### config.mk
export PLATFORM = sky130hd
export DESIGN_NAME = hazard_stall_unit
export DESIGN_NICKNAME = d
export VERILOG_FILES = /design/src/rtl/hazard_stall_unit.sv
export SDC_FILE = /design/constraint.sdc
export NUM_CORES = 1
export LEC_CHECK = 0
export CORE_AREA = 2 2 49 51
export DETAILED_ROUTE_END_ITERATION = 16
export DIE_AREA = 0 0 51 53
export PLACE_DENSITY = 0.74
export SLEW_MARGIN = 10
export SYNTH_ARGS = -nofsm -noshare
export SYNTH_HDL_FRONTEND = slang
export SYNTH_SLANG_ARGS = --single-unit
### constraint.sdc
create_clock -name clk_i -period 1.6 [get_ports clk_i]
set_clock_uncertainty 0.05 [all_clocks]
set_input_delay 0.16 -clock clk_i [delete_from_list [all_inputs] [get_ports clk_i]]
set_output_delay 0.16 -clock clk_i [all_outputs]
set_load 0.02 [all_outputs]
### src/rtl/hazard_stall_unit.sv
// -----------------------------------------------------------------------------
// hazard_stall_unit
// Detects the pipeline hazards that the EX-stage forwarding unit cannot cover
// and stalls IF/ID. The stall cases are load-use RAW, RAW on the multi-cycle
// MUL/DIV unit, and structural conflict on the MUL/DIV unit. The block also
// generates the IF/ID flush for a branch that is resolved taken in ID.
//
// State table
//    state | meaning
//    IDLE  | no MUL/DIV in flight; a MUL/DIV in ID may be accepted
//    BUSY  | MUL/DIV occupies EX; cnt counts down to its Done cycle
//
// Ports
//    clk_i           clock
//    rst_i           synchronous active-high reset
//    IFID_RegRs_i    Rs of the instruction in ID
//    IFID_RegRt_i    Rt of the instruction in ID
//    IFID_UseRt_i    the instruction in ID reads Rt
//    IDEX_MemRead_i  the instruction in EX is a load
//    IDEX_RegRt_i    destination register of the load in EX
//    ID_MdStart_i    the instruction in ID is a MUL/DIV
//    ID_MdRd_i       destination register of that MUL/DIV
//    Branch_Taken_i  the branch in ID is resolved taken
//    PC_Write_o      PC write-enable
//    IFID_Write_o    IF/ID write-enable
//    IDEX_Bubble_o   zero all ID/EX control fields
//    IFID_Flush_o    clear IF/ID to a NOP
//    MD_Busy_o       a MUL/DIV is in flight
//    MD_Rd_o         destination of the in-flight MUL/DIV, 0 when idle
//    MD_Done_o       one-cycle pulse: the MUL/DIV result is valid in EX
// -----------------------------------------------------------------------------
module hazard_stall_unit #(
   parameter int MD_LAT     = 4,
   parameter int REG_ADDR_W = 5
) (
   input  logic                  clk_i,
   input  logic                  rst_i,
   input  logic [REG_ADDR_W-1:0] IFID_RegRs_i,
   input  logic [REG_ADDR_W-1:0] IFID_RegRt_i,
   input  logic                  IFID_UseRt_i,
   input  logic                  IDEX_MemRead_i,
   input  logic [REG_ADDR_W-1:0] IDEX_RegRt_i,
   input  logic                  ID_MdStart_i,
   input  logic [REG_ADDR_W-1:0] ID_MdRd_i,
   input  logic                  Branch_Taken_i,
   output logic                  PC_Write_o,
   output logic                  IFID_Write_o,
   output logic                  IDEX_Bubble_o,
   output logic                  IFID_Flush_o,
   output logic                  MD_Busy_o,
   output logic [REG_ADDR_W-1:0] MD_Rd_o,
   output logic                  MD_Done_o
);

   localparam int CNT_W = $clog2(MD_LAT + 1);

   localparam logic [0:0] IDLE = 1'b0;
   localparam logic [0:0] BUSY = 1'b1;

   logic [0:0]            r_state;
   logic [CNT_W-1:0]      r_cnt;
   logic [REG_ADDR_W-1:0] r_md_rd;

   logic w_busy;
   logic w_cnt_last;
   logic w_load_use;
   logic w_md_raw;
   logic w_md_struct;
   logic w_stall;
   logic w_stall_eff;

   // Register $0 is hard-wired zero, so it never creates a dependency.
   function automatic logic f_match(
      input logic [REG_ADDR_W-1:0] r,
      input logic [REG_ADDR_W-1:0] rs,
      input logic [REG_ADDR_W-1:0] rt,
      input logic                  use_rt
   );
      return (r != '0) && ((rs == r) || (use_rt && (rt == r)));
   endfunction

   assign w_busy      = (r_state == BUSY);
   assign w_cnt_last  = (r_cnt == CNT_W'(1));

   assign w_load_use  = IDEX_MemRead_i &&
                        f_match(IDEX_RegRt_i, IFID_RegRs_i, IFID_RegRt_i, IFID_UseRt_i);
   assign w_md_raw    = w_busy &&
                        f_match(r_md_rd, IFID_RegRs_i, IFID_RegRt_i, IFID_UseRt_i);
   // Held through the Done cycle: a second MUL/DIV is never overlapped.
   assign w_md_struct = w_busy && ID_MdStart_i;
   assign w_stall     = w_load_use | w_md_raw | w_md_struct;

   // Reset is synchronous, so the registered state may still be BUSY while
   // rst_i is high; the pipeline controls are forced benign for that cycle.
   assign w_stall_eff = w_stall && !rst_i;

   assign PC_Write_o    = !w_stall_eff;
   assign IFID_Write_o  = !w_stall_eff;
   assign IDEX_Bubble_o = w_stall_eff;
   // A stalled branch is re-evaluated once the stall clears; flush then.
   assign IFID_Flush_o  = Branch_Taken_i && !w_stall && !rst_i;

   assign MD_Busy_o = w_busy;
   assign MD_Rd_o   = r_md_rd;
   assign MD_Done_o = w_busy && w_cnt_last && !rst_i;

   always_ff @(posedge clk_i) begin
      if (rst_i) begin
         r_state <= IDLE;
         r_cnt   <= '0;
         r_md_rd <= '0;
      end else begin
         case (r_state)
            IDLE: begin
               // In IDLE the only possible stall is load-use; a MUL/DIV
               // sitting behind it is not accepted this cycle.
               if (ID_MdStart_i && !w_stall) begin
                  r_state <= BUSY;
                  r_cnt   <= CNT_W'(MD_LAT);
                  r_md_rd <= ID_MdRd_i;
               end
            end
            BUSY: begin
               r_cnt <= r_cnt - CNT_W'(1);
               if (w_cnt_last) begin
                  r_state <= IDLE;
                  r_md_rd <= '0;
               end
            end
            default: begin
               r_state <= IDLE;
               r_cnt   <= '0;
               r_md_rd <= '0;
            end
         endcase
      end
   end

endmodule
# --- Yosys cells after proc, flatten, opt, wreduce, memory -nomap -nowiden ---
# Cells that the tools add are included.
classes:
  add_sub_neg: 1
  mux: 8
  n_eq_ne: 7
  reduce_logical: 21
  bitwise: 3
ops:
  columns: ["op", "count"]
  rows:
  - ["== test 5 bit", 4]
  - ["logical AND 1 bit", 13]
  - ["2-to-1 mux 5 bit", 2]
  - ["one-hot mux 5 bit (2 select lines)", 1]
  - ["nonzero test 5 bit", 2]
  - ["one-hot mux 3 bit (2 select lines)", 1]
  - ["== test 3 x 1 -> 1 bit, second input constant", 1]
  - ["logical NOT 1 bit", 3]
  - ["2-to-1 mux 3 bit", 1]
  - ["subtractor 3 x 1 -> 3 bit, second input constant", 1]
  - ["logical OR 1 bit", 2]
  - ["2-to-1 mux 1 bit", 2]
  - ["inequality test 2 x 1 -> 1 bit, second input constant", 1]
  - ["inequality test 2 bit, second input constant", 1]
  - ["bitwise OR 1 bit", 2]
  - ["one-hot mux 1 bit (2 select lines)", 1]
  - ["AND reduction 2 bit", 1]
  - ["NOT 1 bit", 1]
word_totals:
  reg_bits: 9
  input_bits: 26
  output_inout_bits: 11

# --- Longest topological paths before layout ---
# Gate-level depths: netlist of run 1.
logic_depth:
  ltp_word: 11
  ltp_mapped: 6

# --- Worst setup path after synthesis of run 1 ---
# OpenSTA, ideal clock, no wires.
synth_path:
  path_kind: "register to output"
  start: "register r_md_rd[1] (netlist: MD_Rd_o[1])"
  end: "output port PC_Write_o"
  setup_slack_ns: -0.427
  path_stages_with_launch: 6
  path_buffers: 1
  arrival_time_ns: 1.817
  path_cell_list: "dfxtp_1 > or4_1 > nor2_1 > o22ai_1 > o221ai_1 > buf_4"
synth_between:
  elab_chain_cells: 9
  word_cells_on_any_way: 11
  cone_classes: "eq/ne: 2; bitwise: 2; reduce/logical: 7"
synth_lines:
  columns: ["element", "line_no", "source"]
  rows:
  - ["start: declaration", "62", "logic [REG_ADDR_W-1:0] r_md_rd;"]
  - ["start signal: assignment", "120", "r_md_rd <= ID_MdRd_i;"]
  - ["== test 5 bit", "79", "return (r != '0) && ((rs == r) || (use_rt && (rt == r)));"]
  - ["logical AND 1 bit", "79", null]
  - ["logical OR 1 bit", "79", null]
  - ["logical AND 1 bit *", "79", null]
  - ["logical AND 1 bit *", "87", "assign w_md_raw = w_busy &&"]
  - ["bitwise OR 1 bit * (2 in a row)", "91", "assign w_stall = w_load_use | w_md_raw | w_md_struct;"]
  - ["logical AND 1 bit *", "95", "assign w_stall_eff = w_stall && !rst_i;"]
  - ["logical NOT 1 bit *", null, null]
  - ["end: declaration", "46", "output logic PC_Write_o,"]
# Every way passes the cells marked *; elsewhere a longest branch is shown, timed or not.

# --- Worst setup path in the final report of run 1 ---
layout_path:
  start: "register r_md_rd[1] (netlist: MD_Rd_o[1])"
  end: "output port IFID_Flush_o"
layout_between:
  elab_chain_cells: 10
  word_cells_on_any_way: 12
  cone_classes: "eq/ne: 2; bitwise: 2; reduce/logical: 8"
layout_lines:
  columns: ["element", "line_no", "source"]
  rows:
  - ["== test 5 bit", "79", null]
  - ["logical AND 1 bit", "79", null]
  - ["logical OR 1 bit", "79", null]
  - ["logical AND 1 bit *", "79", null]
  - ["logical AND 1 bit *", "87", null]
  - ["bitwise OR 1 bit * (2 in a row)", "91", null]
  - ["logical NOT 1 bit *", "101", "assign IFID_Flush_o = Branch_Taken_i && !w_stall && !rst_i;"]
  - ["logical AND 1 bit * (2 in a row)", "101", null]
  - ["end: declaration", "49", "output logic IFID_Flush_o,"]
# Marks and branches as above.

==> results.toml, run 1 <==
[power]
switching_share_pct = 32.2
p_comb_share_pct = 48.3
power.internal_w = 0.000566
leakagePower_nw = 0.638
power.total_w = 0.000834
peakVddDrop_mv = 0.508
netSwitchingPower_w = 0.000269
clockPowerShare_pct = 20.8
seq_power_share_pct = 31.0
powerDensity_mw_per_mm2 = 561

[clock_network]
clock_sinks = 9
htree_levels = 1
cts_tree = "yes"
numCtsBuffers = 3
clk_latency_ns = 0.26
hold_buffers = 0
clockRootBuffer = "clkbuf_4"
clk_pin_slew_ns = 0.06
cts_buffer_depth = 2

[routing]
routed_wl_mm = 2.45
ant_nets = 0
dr.pass1.iters = 4
drt-initial-drc-count = 4
routedWlPerCell_um = 12.7
vias_per_cell = 4.81
vias = 923
drc_errors = 0

[timing]
worst_pin_slew_ns = 0.336
setup_ws_ns = -0.422
min_period_over_period_pct = 126
maxSlewViolCount = 0
period_minus_slack_ns = 2.02
hold_violations = 0
timing.fmax_ghz = 0.494
max_slew_margin_pct = 77.5
rsz0062_at_grt = "yes"
hold_ws_ns = 0.398
setup_viol = 4

[grt]
grt_pass1_wl_mm = 4.10
grt_pass1_vias = 1001
grt_antenna_before_repair = 0
track_usage_pct = 20.6
grt_max_degree = 7
overflow = 0

[setup_path]
critPathMaxFanout = 2
critPathMaxStageDelay_ns = 0.54
crit_chain = "or4_4, nor2_4, o21ai_1, a2111oi_4, buf_4"
cp-start-kind = "flop"
worstPathArrival_ns = 1.81
criticalPathCategory = "flop to output port"
required_ns = 1.39
r2r_cells = 6
worst_path_max_delay_cell = "or4_4"
end_kind = "output port"

[die]
die_width_um = 51
core_area_mm2 = 0.00215
start_util_pct = 35.4
die_area_mm2 = 0.00270
die_y_um = 53
num_io_pins = 37
fp-row-count = 17

[synthesis]
syn_inst = 91
syn_area_um2 = 761
ys_ff_latch = 9
syn_area_per_cell_um2 = 8.36
synth_edf_count = 0
yosys.cell_types.count = 32
ys.warnings.count = 0
syn-num-nets = 119
ys_seq_area_share_pct = 23.7
synthArstFlopShare_pct = 0
synth-main-ff-cell = "dfxtp_1"

[min_path]
hold_class = "input port to flop"
worstHoldPathCells = 3

[layout]
fin_nets = 193
n_fill_cell = 177
regArea_um2 = 186
final_common_cell = "buf_4"
final_cell_mix = "buf_4 (36), xnor2_1 (20), clkdlybuf4s50_1 (15), dlygate4sd2_1 (13)"
antennaDiodeCount = 0
utilization_pct = 69.2
drive_gt1_share_pct = 39.6
multiInputGateArea_um2 = 602
stdcell_count = 192
syn_to_final_growth_pct = 95.6
postLayoutCellArea_mm2 = 0.00149

[place]
place.gp.congestion = 0.814
placed_area_mm2 = 0.00139
dp_hpwl_mm = 1.90
dp_cells = 183
numPortBuffers = 36

[job]
cap_violations = 0

[status]
violations = "negative setup slack"
outcome = "complete, but fails checks"
final cells by class:
cell class              instances  share of cell area (%)
repair buffers                 71                    40.3
clock buffers                   3                    1.51
clock inverters                 1                   0.336
multi-input cells              70                    40.5
inverters                      10                    2.52
well taps                      28                    2.35
flip-flops and latches          9                    12.5
repair_timing:
action / in CTS / in global routing
gates resized for setup: 64 / 0
pin swaps: 20 / 1
buffers inserted: 5 / 0
setup endpoints to repair: 15 / 9
metrics by stage:
stage / setup TNS, ns / setup WS [ns]
after global routing: -2.14 / -0.503
after detailed placement: -9.11 / -1.06
after global placement: -8.82 / -1.00
after floorplan: -0.363 / -0.186
final: -1.51 / -0.422
after CTS: -1.60 / -0.443
power groups by stage:
stage                     registers (W)  clock network (W)  logic (W)
final                          0.000258           0.000173   0.000403
after global routing           0.000261           0.000198   0.000434
after CTS                      0.000258           0.000180   0.000402
after detailed placement       0.000262                  0   0.000376
after global placement         0.000261                  0   0.000367
after floorplan                0.000279                  0   0.000154
layer usage:
layer	track usage (%)	up-vias	part of all wire (%)
met2	38.7	31	51
met5	0	-	0
met4	12.6	0	2.8
met3	3.95	8	6.3
met1	20.9	416	40
li1	-	468	-
state kept, by name, indices dropped and copies added, names as in the netlist:
signal / flops
r_cnt: 3
MD_Busy_o: 1
MD_Rd_o: 5
cell families (layout without fill, tap and decap cells):
logic type	count (synthesis)	count (layout)	synth area share, %
simple gates	23	23	15.5
xor+xnor	20	20	23.0
buf+inv	12	85	6.41
compound gates	25	25	28.1
fa+ha+maj	2	2	3.29
flops	9	9	23.7
critical path, delay by kind of cell (launching register included):
kind | cells | cell delay [ns]
buffers and inverters | 1 | 0.19
AOI/OAI and AO/OA | 2 | 0.39
DFF | 1 | 0.32
and+or+nand+nor | 2 | 0.64
path summary, 6_finish.rpt:
check | to | slack [ns] | startpoint
setup reg to reg | MD_Rd_o[2] | 0.28 | MD_Busy_o
setup / recovery | IFID_Flush_o | -0.42 | MD_Rd_o[1]
hold / removal | MD_Rd_o[1] | 0.40 | ID_MdRd_i[1]
hold reg to reg | r_cnt[1] | 0.47 | r_cnt[1]
synth_stat cells, types with 2 or more instances:
cell type  instances  share of area [%]
nand2_1           10                4.9
nand4_1            2                1.6
xnor2_1           20                 23
nand3_1            2                1.3
inv_1             10                4.9
nor2_1             3                1.5
o22ai_1            7                5.8
o21a_1             2                2.0
dfxtp_1            9                 24
ha_1               2                3.3
o22a_1             2                2.3
a21oi_1            2                1.3
Power figures use the tool's default switching activity.
==> inputs of run 2 (changes only) <==
- CAP_MARGIN: default -> 40
- CELL_PAD_IN_SITES_DETAIL_PLACEMENT: default -> 0
- CELL_PAD_IN_SITES_GLOBAL_PLACEMENT: default -> 2
- CORE_AREA: 2 2 49 51 -> 2 2 67 69
- DIE_AREA: 0 0 51 53 -> 0 0 69 71
- PLACE_DENSITY: 0.74 -> default
- PLACE_DENSITY_LB_ADDON: default -> 0.1
==> results.toml, run 2 (same netlist as run 1, synthesis figures left out) <==
[setup_path]
worst_path_max_delay_cell = "or4_4"
r2r_slack_ns = 0.32
worst_r2r_endpoint = "MD_Rd_o[3]"
critPathMaxStageDelay_ns = 0.54
required_ns = 1.39
cp-start-kind = "flop"
timing.rr.start = "MD_Busy_o"
path_buf_inv = 1
critPathTopFamily = "simple AND/OR/NAND/NOR gates"
crit_chain = "or4_4, nor2_4, o21ai_2, a2111oi_4, buf_4"
critPathMaxFanout = 2
r2r_cells = 6
criticalPathCategory = "flop to output port"
end_kind = "output port"
worstPathArrival_ns = 1.77

[routing]
routedWlPerCell_um = 12.8
vias = 943
ant_nets = 0
dr.pass1.iters = 4
drt-initial-drc-count = 17
drc_errors = 0
vias_per_cell = 4.29
routed_wl_mm = 2.81

[die]
core_area_mm2 = 0.00420
die_area_mm2 = 0.00490
fp-row-count = 24
die_y_um = 71
num_io_pins = 37
die_width_um = 69
start_util_pct = 18.1

[place]
placed_area_mm2 = 0.00143
numPortBuffers = 36
dp_cells = 208
place.gp.congestion = 0.810
dp_hpwl_mm = 2.10

[clock_network]
clk_latency_ns = 0.23
cts_tree = "yes"
cts_buffer_depth = 2
numCtsBuffers = 3
clock_sinks = 9
clockRootBuffer = "clkbuf_8"
clk_pin_slew_ns = 0.04
htree_levels = 1

[layout]
final_cell_mix = "buf_4 (38), clkdlybuf4s50_1 (15), xnor2_1 (13), inv_1 (10), nand2_1 (10)"
syn_to_final_growth_pct = 120
largest_reg_flops = 5
antennaDiodeCount = 0
stdcell_count = 220
multiInputGateArea_um2 = 721
final_common_cell = "buf_4"
fin_nets = 197
drive_gt1_share_pct = 55.4
regArea_um2 = 186
postLayoutCellArea_mm2 = 0.00168
n_fill_cell = 427

[status]
outcome = "complete, but fails checks"
violations = "negative setup slack"

[grt]
grt_antenna_before_repair = 0
grt_max_degree = 8
grt_pass1_wl_mm = 4.58
grt_pass1_vias = 1022
overflow = 0
track_usage_pct = 11.7

[power]
peakVddDrop_mv = 0.369
leakagePower_nw = 0.741
powerDensity_mw_per_mm2 = 589

[timing]
setup_viol = 6
worst_pin_slew_ns = 0.225
hold_violations = 0
setup_ws_ns = -0.377
setup-tns-final_ns = -1.40
timing.fmax_ghz = 0.506
min_period_over_period_pct = 124
period_minus_slack_ns = 1.98
rsz0062_at_grt = "yes"
maxSlewViolCount = 0
max_slew_margin_pct = 84.8

[min_path]
worstHoldPathCells = 3
hold_class = "input port to flop"
hold-path-endpoint = "MD_Rd_o[4]"
hp-start = "ID_MdRd_i[4]"

[job]
cap_violations = 0
## run 2: report_power, final
part	leakage [nW]	switching [W]	internal (W)	total, W
logic	0.642	0.000200	0.000263	0.000463
clock network	0.0228	0.0000910	0.000174	0.000265
registers	0.0761	0.0000147	0.000246	0.000260
total	0.741	0.000306	0.000683	0.000988
## run 2: final cells by class
class | instances | area share, %
sequential | 9 | 11.1
inverter | 10 | 2.24
tap | 52 | 3.88
clock buffer | 4 | 2.69
multi-input combinational | 70 | 43.0
timing repair buffer | 75 | 37.1
## run 2: worst min-delay path, cell delays in order
cell and delay [ns]:
clkdlybuf4s50_1 0.40, inv_1 0.06, o22ai_2 0.07
## run 2: repair_timing
item,4_1_cts,5_1_grt
pin swaps,17,23
cloned,0,0
endpoints found under the setup margin,15,14
hold buffers,0,0
resized for setup,73,37
setup buffers,7,3
## run 2: stage by stage
stage	setup WS [ns]	util, %	hold slack, ns	power (W)
final	-0.377	39.9	0.456	0.000988
after global routing	-0.420	39.9	0.477	0.00104
after CTS	-0.397	37.7	0.440	0.000960
after detailed placement	-1.05	34.0	0.474	0.000650
after global placement	-1.02	34.0	0.444	0.000648
after floorplan	-0.186	-	0.212	0.000432
## run 2: how the worst max path moves through the flow
stage,end,startpoint,cells past startpoint
floorplan,PC_Write_o,MD_Rd_o[1],5
global placement,IFID_Flush_o,IDEX_RegRt_i[2],6
detailed placement,IFID_Flush_o,IDEX_RegRt_i[2],6
CTS,IFID_Flush_o,MD_Rd_o[4],5
global route,IFID_Flush_o,MD_Rd_o[4],5
finish,IFID_Flush_o,MD_Rd_o[4],5
## run 2: per-layer routing
layer / track usage, % / part of all wire (%) / vias up / wire (um)
met4: 5.23 / 1.2 / 0 / 33
met1: 14.2 / 44 / 433 / 1240
met5: 0 / 0 / - / 0
li1: - / - / 479 / -
met3: 1.85 / 5.3 / 4 / 148
met2: 20.3 / 49 / 27 / 1390
==> inputs of run 3 (changes only) <==
- SLEW_MARGIN: 10 -> 40
==> results of run 3 <==
No change in the layout: final DEF, timing and power equal those of run 2.
